**src/rtl/vga_rect_fill.sv**
```systemverilog
// Rectangle fill engine feeding the VGA framebuffer write port.
// Takes one clipped rectangle command and emits one held write per pixel, row-major.
module vga_rect_fill #(
    parameter int unsigned FB_WIDTH   = 40,
    parameter int unsigned FB_HEIGHT  = 30,
    parameter int unsigned ADDR_WIDTH = 17,
    parameter int unsigned WRITE_HOLD = 2
) (
    input  logic                  clock,
    input  logic                  reset_n,
    input  logic                  cmd_valid,
    output logic                  cmd_ready,
    input  logic [9:0]            cmd_x,
    input  logic [9:0]            cmd_y,
    input  logic [9:0]            cmd_w,
    input  logic [9:0]            cmd_h,
    input  logic [2:0]            cmd_color,
    output logic                  busy,
    output logic                  done,
    output logic                  wr_en,
    output logic [ADDR_WIDTH-1:0] wr_addr,
    output logic [2:0]            wr_data
);

    localparam int unsigned HoldW = (WRITE_HOLD > 1) ? $clog2(WRITE_HOLD) : 1;

    localparam logic [10:0]           FbW11   = 11'(FB_WIDTH);
    localparam logic [10:0]           FbH11   = 11'(FB_HEIGHT);
    localparam logic [ADDR_WIDTH-1:0] FbWAddr = ADDR_WIDTH'(FB_WIDTH);
    localparam logic [HoldW-1:0]      HoldMax = HoldW'(WRITE_HOLD - 1);

    typedef enum logic [1:0] {
        StIdle,
        StClip,
        StFill,
        StDone
    } state_e;

    state_e state_q, state_d;

    logic [9:0]            x_q, x_d;
    logic [9:0]            y_q, y_d;
    logic [9:0]            w_q, w_d;
    logic [9:0]            h_q, h_d;
    logic [2:0]            color_q, color_d;
    logic [10:0]           x_end_q, x_end_d;
    logic [10:0]           y_end_q, y_end_d;
    logic [9:0]            col_q, col_d;
    logic [9:0]            row_q, row_d;
    logic [ADDR_WIDTH-1:0] row_base_q, row_base_d;
    logic [HoldW-1:0]      hold_q, hold_d;
    logic [ADDR_WIDTH-1:0] wr_addr_q, wr_addr_d;
    logic [2:0]            wr_data_q, wr_data_d;

    logic [10:0]           x_sum, y_sum;
    logic                  empty;
    logic [ADDR_WIDTH-1:0] y_base;

    // Sums are one bit wider than the operands, so they never wrap.
    assign x_sum  = {1'b0, x_q} + {1'b0, w_q};
    assign y_sum  = {1'b0, y_q} + {1'b0, h_q};
    assign empty  = (w_q == 10'd0) || (h_q == 10'd0) ||
                    ({1'b0, x_q} >= FbW11) || ({1'b0, y_q} >= FbH11);
    assign y_base = ADDR_WIDTH'(y_q) * FbWAddr;

    always_comb begin
        state_d    = state_q;
        x_d        = x_q;
        y_d        = y_q;
        w_d        = w_q;
        h_d        = h_q;
        color_d    = color_q;
        x_end_d    = x_end_q;
        y_end_d    = y_end_q;
        col_d      = col_q;
        row_d      = row_q;
        row_base_d = row_base_q;
        hold_d     = hold_q;
        wr_addr_d  = wr_addr_q;
        wr_data_d  = wr_data_q;

        unique case (state_q)
            StIdle: begin
                if (cmd_valid) begin
                    x_d     = cmd_x;
                    y_d     = cmd_y;
                    w_d     = cmd_w;
                    h_d     = cmd_h;
                    color_d = cmd_color;
                    state_d = StClip;
                end
            end
            StClip: begin
                x_end_d = (x_sum > FbW11) ? FbW11 : x_sum;
                y_end_d = (y_sum > FbH11) ? FbH11 : y_sum;
                if (empty) begin
                    state_d = StDone;
                end else begin
                    col_d      = x_q;
                    row_d      = y_q;
                    row_base_d = y_base;
                    hold_d     = '0;
                    wr_addr_d  = y_base + ADDR_WIDTH'(x_q);
                    wr_data_d  = color_q;
                    state_d    = StFill;
                end
            end
            StFill: begin
                if (hold_q == HoldMax) begin
                    hold_d = '0;
                    if (({1'b0, col_q} + 11'd1) < x_end_q) begin
                        col_d     = col_q + 10'd1;
                        wr_addr_d = row_base_q + ADDR_WIDTH'(col_q) + ADDR_WIDTH'(1);
                    end else if (({1'b0, row_q} + 11'd1) < y_end_q) begin
                        row_d      = row_q + 10'd1;
                        col_d      = x_q;
                        row_base_d = row_base_q + FbWAddr;
                        wr_addr_d  = row_base_q + FbWAddr + ADDR_WIDTH'(x_q);
                    end else begin
                        state_d = StDone;
                    end
                end else begin
                    hold_d = hold_q + HoldW'(1);
                end
            end
            StDone: begin
                state_d = StIdle;
            end
            default: begin
                state_d = StIdle;
            end
        endcase
    end

    always_ff @(posedge clock or negedge reset_n) begin
        if (!reset_n) begin
            state_q    <= StIdle;
            x_q        <= '0;
            y_q        <= '0;
            w_q        <= '0;
            h_q        <= '0;
            color_q    <= '0;
            x_end_q    <= '0;
            y_end_q    <= '0;
            col_q      <= '0;
            row_q      <= '0;
            row_base_q <= '0;
            hold_q     <= '0;
            wr_addr_q  <= '0;
            wr_data_q  <= '0;
        end else begin
            state_q    <= state_d;
            x_q        <= x_d;
            y_q        <= y_d;
            w_q        <= w_d;
            h_q        <= h_d;
            color_q    <= color_d;
            x_end_q    <= x_end_d;
            y_end_q    <= y_end_d;
            col_q      <= col_d;
            row_q      <= row_d;
            row_base_q <= row_base_d;
            hold_q     <= hold_d;
            wr_addr_q  <= wr_addr_d;
            wr_data_q  <= wr_data_d;
        end
    end

    // Status and write strobe are pure decodes of the state register, so they
    // drop together the instant reset is asserted.
    assign cmd_ready = (state_q == StIdle);
    assign busy      = (state_q != StIdle);
    assign done      = (state_q == StDone);
    assign wr_en     = (state_q == StFill);
    assign wr_addr   = wr_addr_q;
    assign wr_data   = wr_data_q;

endmodule
```
**config.mk**
```make
export PLATFORM = sky130hd
export DESIGN_NAME = vga_rect_fill
export DESIGN_NICKNAME = d
export VERILOG_FILES = /design/src/rtl/vga_rect_fill.sv
export SDC_FILE = /design/constraint.sdc
export NUM_CORES = 1
export LEC_CHECK = 0
export BUFFER_PORTS_ARGS = -buffer_cell sky130_fd_sc_hd__buf_4
export CAP_MARGIN = 10
export CORE_MARGIN = 3
export CORE_UTILIZATION = 40
export CTS_BUF_LIST = sky130_fd_sc_hd__clkbuf_16
export DETAILED_ROUTE_END_ITERATION = 10
export PLACE_DENSITY = 0.58
export SETUP_SLACK_MARGIN = 0.05
export SLEW_MARGIN = 5
export SYNTH_ARGS = -nofsm -noshare
export SYNTH_HDL_FRONTEND = slang
export SYNTH_SLANG_ARGS = --single-unit
```
**constraint.sdc**
```tcl
create_clock -name clock -period 4.3 [get_ports clock]
set_input_delay 0.86 -clock clock [delete_from_list [all_inputs] [get_ports clock]]
set_output_delay 0.86 -clock clock [all_outputs]
set_load 0.005 [all_outputs]
```
-- After elaboration in Yosys (flattened, before gate mapping)
Index checks and enable logic that the tools add are counted.
- output and inout port bits: 24
- flip-flop bits (word level): 125
- latch bits: 0
- bits of input ports: 46
- logic and storage cells: 89
- memories: 0
- ROM bits: 0
- RAM bits: 0
- add/sub/neg operators: 12
- $mul: 1
- multiplexer cells: 31
- magnitude comparators: 6
- eq/ne operators: 10
- shift-type cells: 0
- reductions and logical operators: 14
- divide/modulo/power cells: 0
- bitwise gates (word level): 1
- operators by type and width (kind ; number):
    $mux W17 ; 8
    $mux W10 ; 8
    $pmux W17 S2 ; 2
    $pmux W10 S2 ; 2
    $add A17 B10 Y17 ; 2
    $add A10 B1 Y11 const B ; 2
    $add A10 B10 Y11 ; 2
    $lt A11 B11 Y1 ; 2
    $mux W11 ; 2
    $add A10 B1 Y10 const B ; 2
    $logic_not A10 Y1 ; 2
    $add A16 B10 Y17 ; 1
    $add A17 B1 Y17 const B ; 1
    $add A17 B6 Y17 const B ; 1
    $mul A10 B3 Y13 const B ; 1
    $gt A11 B5 Y1 const B ; 1
    $gt A11 B6 Y1 const B ; 1
    $ge A10 B5 Y1 const B ; 1
    $ge A10 B6 Y1 const B ; 1
    $mux W2 ; 4
    $ne A2 B2 Y1 const B ; 4
    $pmux W2 S4 ; 1
    $reduce_and A4 Y1 ; 2
    $reduce_and A2 Y1 ; 3
    other kinds (12) ; 19

-- Logic depth before layout (Yosys ltp)
Gate-level depths: netlist of the first run.
- depth in word-level cells: 6
- mapped depth: 17
- mapped depth without buffers: 15

-- Worst setup path after synthesis of the first run
No wires, ideal clock.
- path kind: reg2reg
- start: reg row_q[0]
- end: reg row_base_q[8]
- slack: 0.613 ns
- period minus slack after synthesis: 3.687 ns
- arrival time: 3.562 ns
- required time: 4.174 ns
- path buffers: 2
- cell stages (with the launch flop): 15
- setup time: 0.126 ns
- cells stage by stage: dfrtp_1 -> ha_1 -> and3_1 -> and3_1 -> and3_1 -> and3_1 -> ha_1 -> a22o_1 -> o31a_1 -> a311oi_1 -> a31oi_1 -> or2_1 -> buf_6 -> buf_6 -> a221o_1
- word-level cells in the longest chain between the ends: 4
- ends and longest elaborated chain (element ; RTL line ; source):
    from (decl) ; 49 ; logic [9:0] row_q, row_d;
    from (signal assigned) ; 161 ; row_q <= row_d;
    $add A10 B1 Y11 ; 114 ; end else if (({1'b0, row_q} + 11'd1) < y_end_q) begin
    $lt A11 B11 Y1 ; 114 ;
    $ne A2 B1 Y1 (no line) ; n/a ;
    $reduce_and A5 Y1 (no line) ; n/a ;
    to (signal assigned) ; 162 ; row_base_q <= row_base_d;
    to (decl) ; 50 ; logic [ADDR_WIDTH-1:0] row_base_q, row_base_d;
No other way between the ends.
A chain may end at the register's enable or synchronous reset.

-- Final worst setup path of the first run
- start: reg row_q[0]
- end: reg row_base_q[14]
Same word-level chain as after synthesis.

==> results of run 1 <==
-- final timing paths --
check	start	endpoint	slack, ns	cells past startpoint
min in group asynchronous	reset_n	wr_addr[16]$_DFFE_PN0P_	0.55	1
hold / removal	y_end_q[6]$_DFFE_PN0N_	y_end_q[6]$_DFFE_PN0N_	0.48	2
hold reg to reg	y_end_q[6]$_DFFE_PN0N_	y_end_q[6]$_DFFE_PN0N_	0.48	2
setup / recovery	row_q[0]$_DFFE_PN0P_	row_base_q[14]$_DFFE_PN0P_	0.41	14
max in group asynchronous	reset_n	wr_addr[8]$_DFFE_PN0P_	2.92	2
setup reg to reg	row_q[0]$_DFFE_PN0P_	row_base_q[14]$_DFFE_PN0P_	0.41	14
-- critical path: stages (launching register included) --
cell      delay [ns]
dfrtp_1         0.43
ha_1            0.26
and3_1          0.24
and3_1          0.21
and3_1          0.20
and3_1          0.20
ha_1            0.29
a22o_1          0.24
o31a_1          0.24
a311oi_2        0.33
a31oi_1         0.16
or2_2           0.43
buf_4           0.22
a22oi_1         0.17
o21ai_0         0.12
-- per-layer routing --
| layer | vias up | track usage | share of wire |
|---|---|---|---|
| met2 | 174 | 0.298 | 0.43 |
| met4 | 0 | 0.0488 | 0.013 |
| met5 | - | 0 | 0 |
| met3 | 26 | 0.0343 | 0.053 |
| li1 | 3584 | - | - |
| met1 | 3435 | 0.297 | 0.51 |
-- layout make-up --
class,count,area (µm²)
clock buffers,17,425
inverters,48,180
repair buffers,86,646
multi-input cells,737,5360
clock inverters,15,178
well taps,275,344
fillers,2052,11100
flip-flops and latches,121,3030
-- metrics by stage --
stage | cell area, µm² | hold slack [ns] | cells | util | setup WS, ns
2_1_floorplan | 8710 | 0.449 | 941 | - | 0.613
3_3_place_gp | 9550 | 0.461 | 1267 | 0.450 | 0.418
3_5_place_dp | 9550 | 0.475 | 1267 | 0.450 | 0.262
4_1_cts | 10100 | 0.487 | 1299 | 0.478 | 0.256
5_1_grt | 10200 | 0.503 | 1299 | 0.479 | 0.0720
6_report | 10200 | 0.477 | 1299 | 0.479 | 0.406
-- timing repair --
item                                    in CTS  in global routing
gates resized for setup                      0                  3
endpoints found under the hold margin        0                  0
endpoints found under the setup margin       0                 12
-- flip-flops by register name (all words and copies together), names as in the netlist, 11 cells and up --
signal	cells
x_end_q	11
y_end_q	11
wr_addr	16
row_base_q	14
-- synth_stat cells (all sizes together), types with 18 or more instances --
library cell / instances
nand3: 32
inv: 48
xnor2: 40
a21oi: 55
nand2: 61
nor3: 18
clkbuf: 28
mux2: 49
ha: 87
nor2: 77
dfrtp: 121
o21ai: 63
xor2: 25
-- logic make-up after synthesis --
group | Yosys count
other cells | 1
simple gates | 266
buf+inv | 83
xor+xnor | 65
mux | 57
flops | 121
compound gates | 257
fa+ha+maj | 91
==> flow_metrics.tcl, run 1 <==
set metrics [dict create \
    yosysSeqAreaShare 0.348 \
    wire_per_inst_um 17.4 \
    area_growth_pct 16.6 \
    cts_max_level 4 \
    cts_tree "built" \
    drtPass1Iterations 5 \
    die_x_um 154 \
    synth_cell_types 69 \
    io_pins 70 \
    final_nets 1148 \
    grt_pass1_wl_um 37800 \
    grt_max_degree 65 \
    synth_top_cell_by_area "dfrtp_1" \
    synth_simple_gate_area_frac 0.147 \
    async_reset_ff_frac 1.00 \
    overflow 0 \
    hold_path.class "flop to flop" \
    min_period_ns 3.89 \
    postCtsHoldBufs 0 \
    synthAdderAreaFrac 0.134 \
    critPathMaxFanout 14 \
    finalClockSkew_ns 0.00777 \
    worstSetupEndpointType "flop" \
    synth_edf_count 0 \
    cts_setup_buffers 0 \
    mostFrequentLayoutCells "dfrtp_1 (121), ha_1 (86), buf_4 (86), nor2_1 (76), o21ai_0 (61)" \
    drv_slew 0 \
    ys_warn_count 0 \
    grt_use_total 0.198 \
    drc 0 \
    num_rows 53 \
    drt_wl_total_um 22600 \
    cap_violations 0 \
    finalSetupTns_ns 0 \
    synth_ff_type "dfrtp_1" \
    gp_congestion 0.871 \
    cts-root-buf "clkbuf_16" \
    die-area_um2 23600 \
    syn_inst 941 \
    status "completed" \
    cts_num_sinks 121 \
    drtIter0Drc 485 \
    slew_headroom 0.329 \
    postRouteAntennaNets 0 \
    tightest_slew_ns 1.00 \
    setup_viol 0 \
    port_buffers 69 \
    start_util 0.411 \
    crit_path_start_kind "flop" \
    synth_top_family_by_area "compound AO/OA/AOI/OAI gates" \
    syn_nets 1078 \
    synth_top_area_frac 0.348 \
    critPathKind "flop to flop" \
    ys_ff_latch 121 \
    drive_above_1_share 0.175 \
    cts_max_path_buffers 2 \
    finalCritPeriodShare 0.906 \
    diodes 0 \
    die_h_um 154 \
    path_clk_slew_ns 0.06 \
    rsz0062_at_grt "no" \
    dp_hpwl_um 16800 \
    cts_inserted_buffers 17 \
    postSynthAreaPerCell_um2 9.26 \
    syn_area_um2 8710 \
    via_count 7219 \
    synth_area_leaders "dfrtp_1 (35%), ha_1 (12%), mux2_2 (6.3%)" \
    viasPerCell 5.56 \
    hold_viol 0 \
    insertion_delay_ns 0.43 \
    synth_compound_area_frac 0.194 \
    fmax_mhz 257 \
    synthMuxAreaShare 0.0725 \
    arrival_ns 4.18 \
    worstPathRequired_ns 4.58 \
    grt_pass1_vias 7003 \
    grt_antenna_before_repair 0 \
    synth_xor_area_frac 0.0653 \
    layout_commonest_cell "dfrtp_1" \
    core_area_um2 21200 \
]
Power of run 1 is left out: the tool's default activity adds up to more than one toggle a clock period on the data nets, which glitch-free logic cannot reach.
==> run 2: changes to the inputs <==
--- a/config.mk
+++ b/config.mk
@@ -7,11 +7,12 @@
 export LEC_CHECK = 0
 export BUFFER_PORTS_ARGS = -buffer_cell sky130_fd_sc_hd__buf_4
 export CAP_MARGIN = 10
+export CORE_ASPECT_RATIO = 1.5
 export CORE_MARGIN = 3
-export CORE_UTILIZATION = 40
+export CORE_UTILIZATION = 55
 export CTS_BUF_LIST = sky130_fd_sc_hd__clkbuf_16
 export DETAILED_ROUTE_END_ITERATION = 10
-export PLACE_DENSITY = 0.58
+export PLACE_DENSITY = 0.75
 export SETUP_SLACK_MARGIN = 0.05
 export SLEW_MARGIN = 5
 export SYNTH_ARGS = -nofsm -noshare
==> run 2 against run 1 <==
  * Core utilization increased by 18 points
  * Worst hold slack lost 0.0012 ns
  * Final cell count is 6.1% lower
  * Final area is 1.7% lower
  * Register-to-register slack worse by 0.02 ns
  * Via count rose by 2.8%
  * Clock skew grew 0.0013 ns
  * Wire length shrank 4.5%
  * First-iteration DRC count decreased by 20%
  * Worst setup slack got worse by 0.023 ns
  * Critical path depth did not move
  * Global-route usage grew 6.1 points
==> flow_metrics.tcl, run 2 (synthesized netlist as in run 1, its figures left out) <==
set metrics [dict create \
    postCtsHoldBufs 0 \
    tightest_slew_ns 1.01 \
    drtIter0Drc 388 \
    gp_congestion 0.910 \
    port_buffers 69 \
    cts-root-buf "clkbuf_16" \
    crit_path_start_kind "flop" \
    cap_violations 0 \
    ff2ff_setup_slack_ns 0.38 \
    drv_slew 0 \
    layout.cells.non_filler 1220 \
    grt_max_degree 72 \
    worstPathRequired_ns 4.58 \
    finalClockSkew_ns 0.00912 \
    via_count 7419 \
    grt_pass1_vias 7415 \
    drc 0 \
    hold_depth 2 \
    dp.cells 1188 \
    cp_slowest_cell "a311oi_1" \
    cts_max_level 4 \
    reg2reg_to "row_base_q[14]$_DFFE_PN0P_" \
    hold_path.class "flop to flop" \
    viasPerCell 6.08 \
    start_util 0.570 \
    arrival_ns 4.20 \
    grt_antenna_before_repair 0 \
    finalSetupTns_ns 0 \
    setup_viol 0 \
    area_growth_pct 14.7 \
    layout_commonest_cell "dfrtp_1" \
    cts_max_path_buffers 2 \
    reg2reg_depth 14 \
    diodes 0 \
    dp_hpwl_um 16200 \
    cts_setup_buffers 0 \
    crit_path_cell_trace "ha_1, and3_1, and3_1, and3_1, and3_1, ha_1, a22o_1, o31a_1, a311oi_1, a31oi_1, or2_1, buf_4, a22oi_1, o21ai_0" \
    final_nets 1145 \
    postRouteAntennaNets 0 \
    hold_viol 0 \
    largest_reg_flops 16 \
    drt_wl_total_um 21600 \
    num_rows 55 \
    critPathMostFrequentCell "and3_1" \
    mostFrequentLayoutCells "dfrtp_1 (121), ha_1 (86), buf_4 (83), nor2_1 (76), o21ai_0 (61)" \
    cts_tree "built" \
    rsz0062_at_grt "no" \
    slew_headroom 0.329 \
    r2r-start "row_q[0]$_DFFE_PN0P_" \
    wire_per_inst_um 17.7 \
    overflow 0 \
    path_clk_slew_ns 0.06 \
    drive_above_1_share 0.167 \
    finalCritPeriodShare 0.911 \
    crit_start "row_q[0]$_DFFE_PN0P_" \
    core_area_um2 15300 \
    worstSetupEndpoint "row_base_q[14]$_DFFE_PN0P_" \
    fin_ws_ns 0.382 \
    die_h_um 160 \
    worstSetupEndpointType "flop" \
    utilization 0.654 \
    min_period_ns 3.92 \
    place_ws_ns 0.435 \
    die_x_um 109 \
    fmax_mhz 255 \
    cts_num_sinks 121 \
    io_pins 70 \
    grt_use_total 0.259 \
    insertion_delay_ns 0.42 \
    grt_pass1_wl_um 36000 \
    critPathMaxStageDelay_ns 0.46 \
    nFillCells 1330 \
    drtPass1Iterations 5 \
    status "completed" \
    cts_inserted_buffers 17 \
    cts_resized 0 \
    critPathKind "flop to flop" \
    critPathMaxFanout 18 \
    die-area_um2 17400 \
]
run 2: final cells by class:
| class | count | area [µm²] | share of cell area |
|---|---|---|---|
| inverter | 48 | 180 | 0.0180 |
| clock inverter | 15 | 138 | 0.0138 |
| multi-input combinational | 737 | 5350 | 0.535 |
| sequential | 121 | 3030 | 0.303 |
| tap | 199 | 249 | 0.0249 |
| timing repair buffer | 83 | 623 | 0.0624 |
| clock buffer | 17 | 425 | 0.0426 |
run 2: stage by stage:
| stage | hold slack (ns) | cell area [µm²] |
|---|---|---|
| CTS | 0.485 | 9990 |
| global placement | 0.462 | 9430 |
| detailed placement | 0.474 | 9430 |
| floorplan | 0.449 | 8710 |
| finish | 0.476 | 9990 |
| global route | 0.497 | 9990 |
run 2: routing by layer:
metal,part of all wire,wire [µm],vias to the layer above,track usage
met4,0.036,774,0,0.118
met5,0,0,-,0
met2,0.50,10900,223,0.435
met3,0.045,961,47,0.0392
met1,0.42,8950,3570,0.324
li1,-,-,3579,-
run 2: worst min path at each step:
stage	start	to	slack (ns)
4_1_cts	wr_addr[9]$_DFFE_PN0P_	wr_addr[9]$_DFFE_PN0P_	0.49
3_5_place_dp	wr_addr[9]$_DFFE_PN0P_	wr_addr[9]$_DFFE_PN0P_	0.47
2_1_floorplan	x_end_q[6]$_DFFE_PN0N_	x_end_q[6]$_DFFE_PN0N_	0.45
3_3_place_gp	y_end_q[7]$_DFFE_PN0N_	y_end_q[7]$_DFFE_PN0N_	0.46
6_report	wr_addr[3]$_DFFE_PN0P_	wr_addr[3]$_DFFE_PN0P_	0.48
5_1_grt	wr_addr[11]$_DFFE_PN0P_	wr_addr[11]$_DFFE_PN0P_	0.50
run 2: worst max-delay path: cells and delay by family (launching register included):
family          cells  cell delay, ns
buf+inv             1            0.24
simple gates        5            1.16
flops               1            0.42
fa+ha+maj           2            0.55
compound gates      6            1.41
Power of run 2 is left out for the same reason.
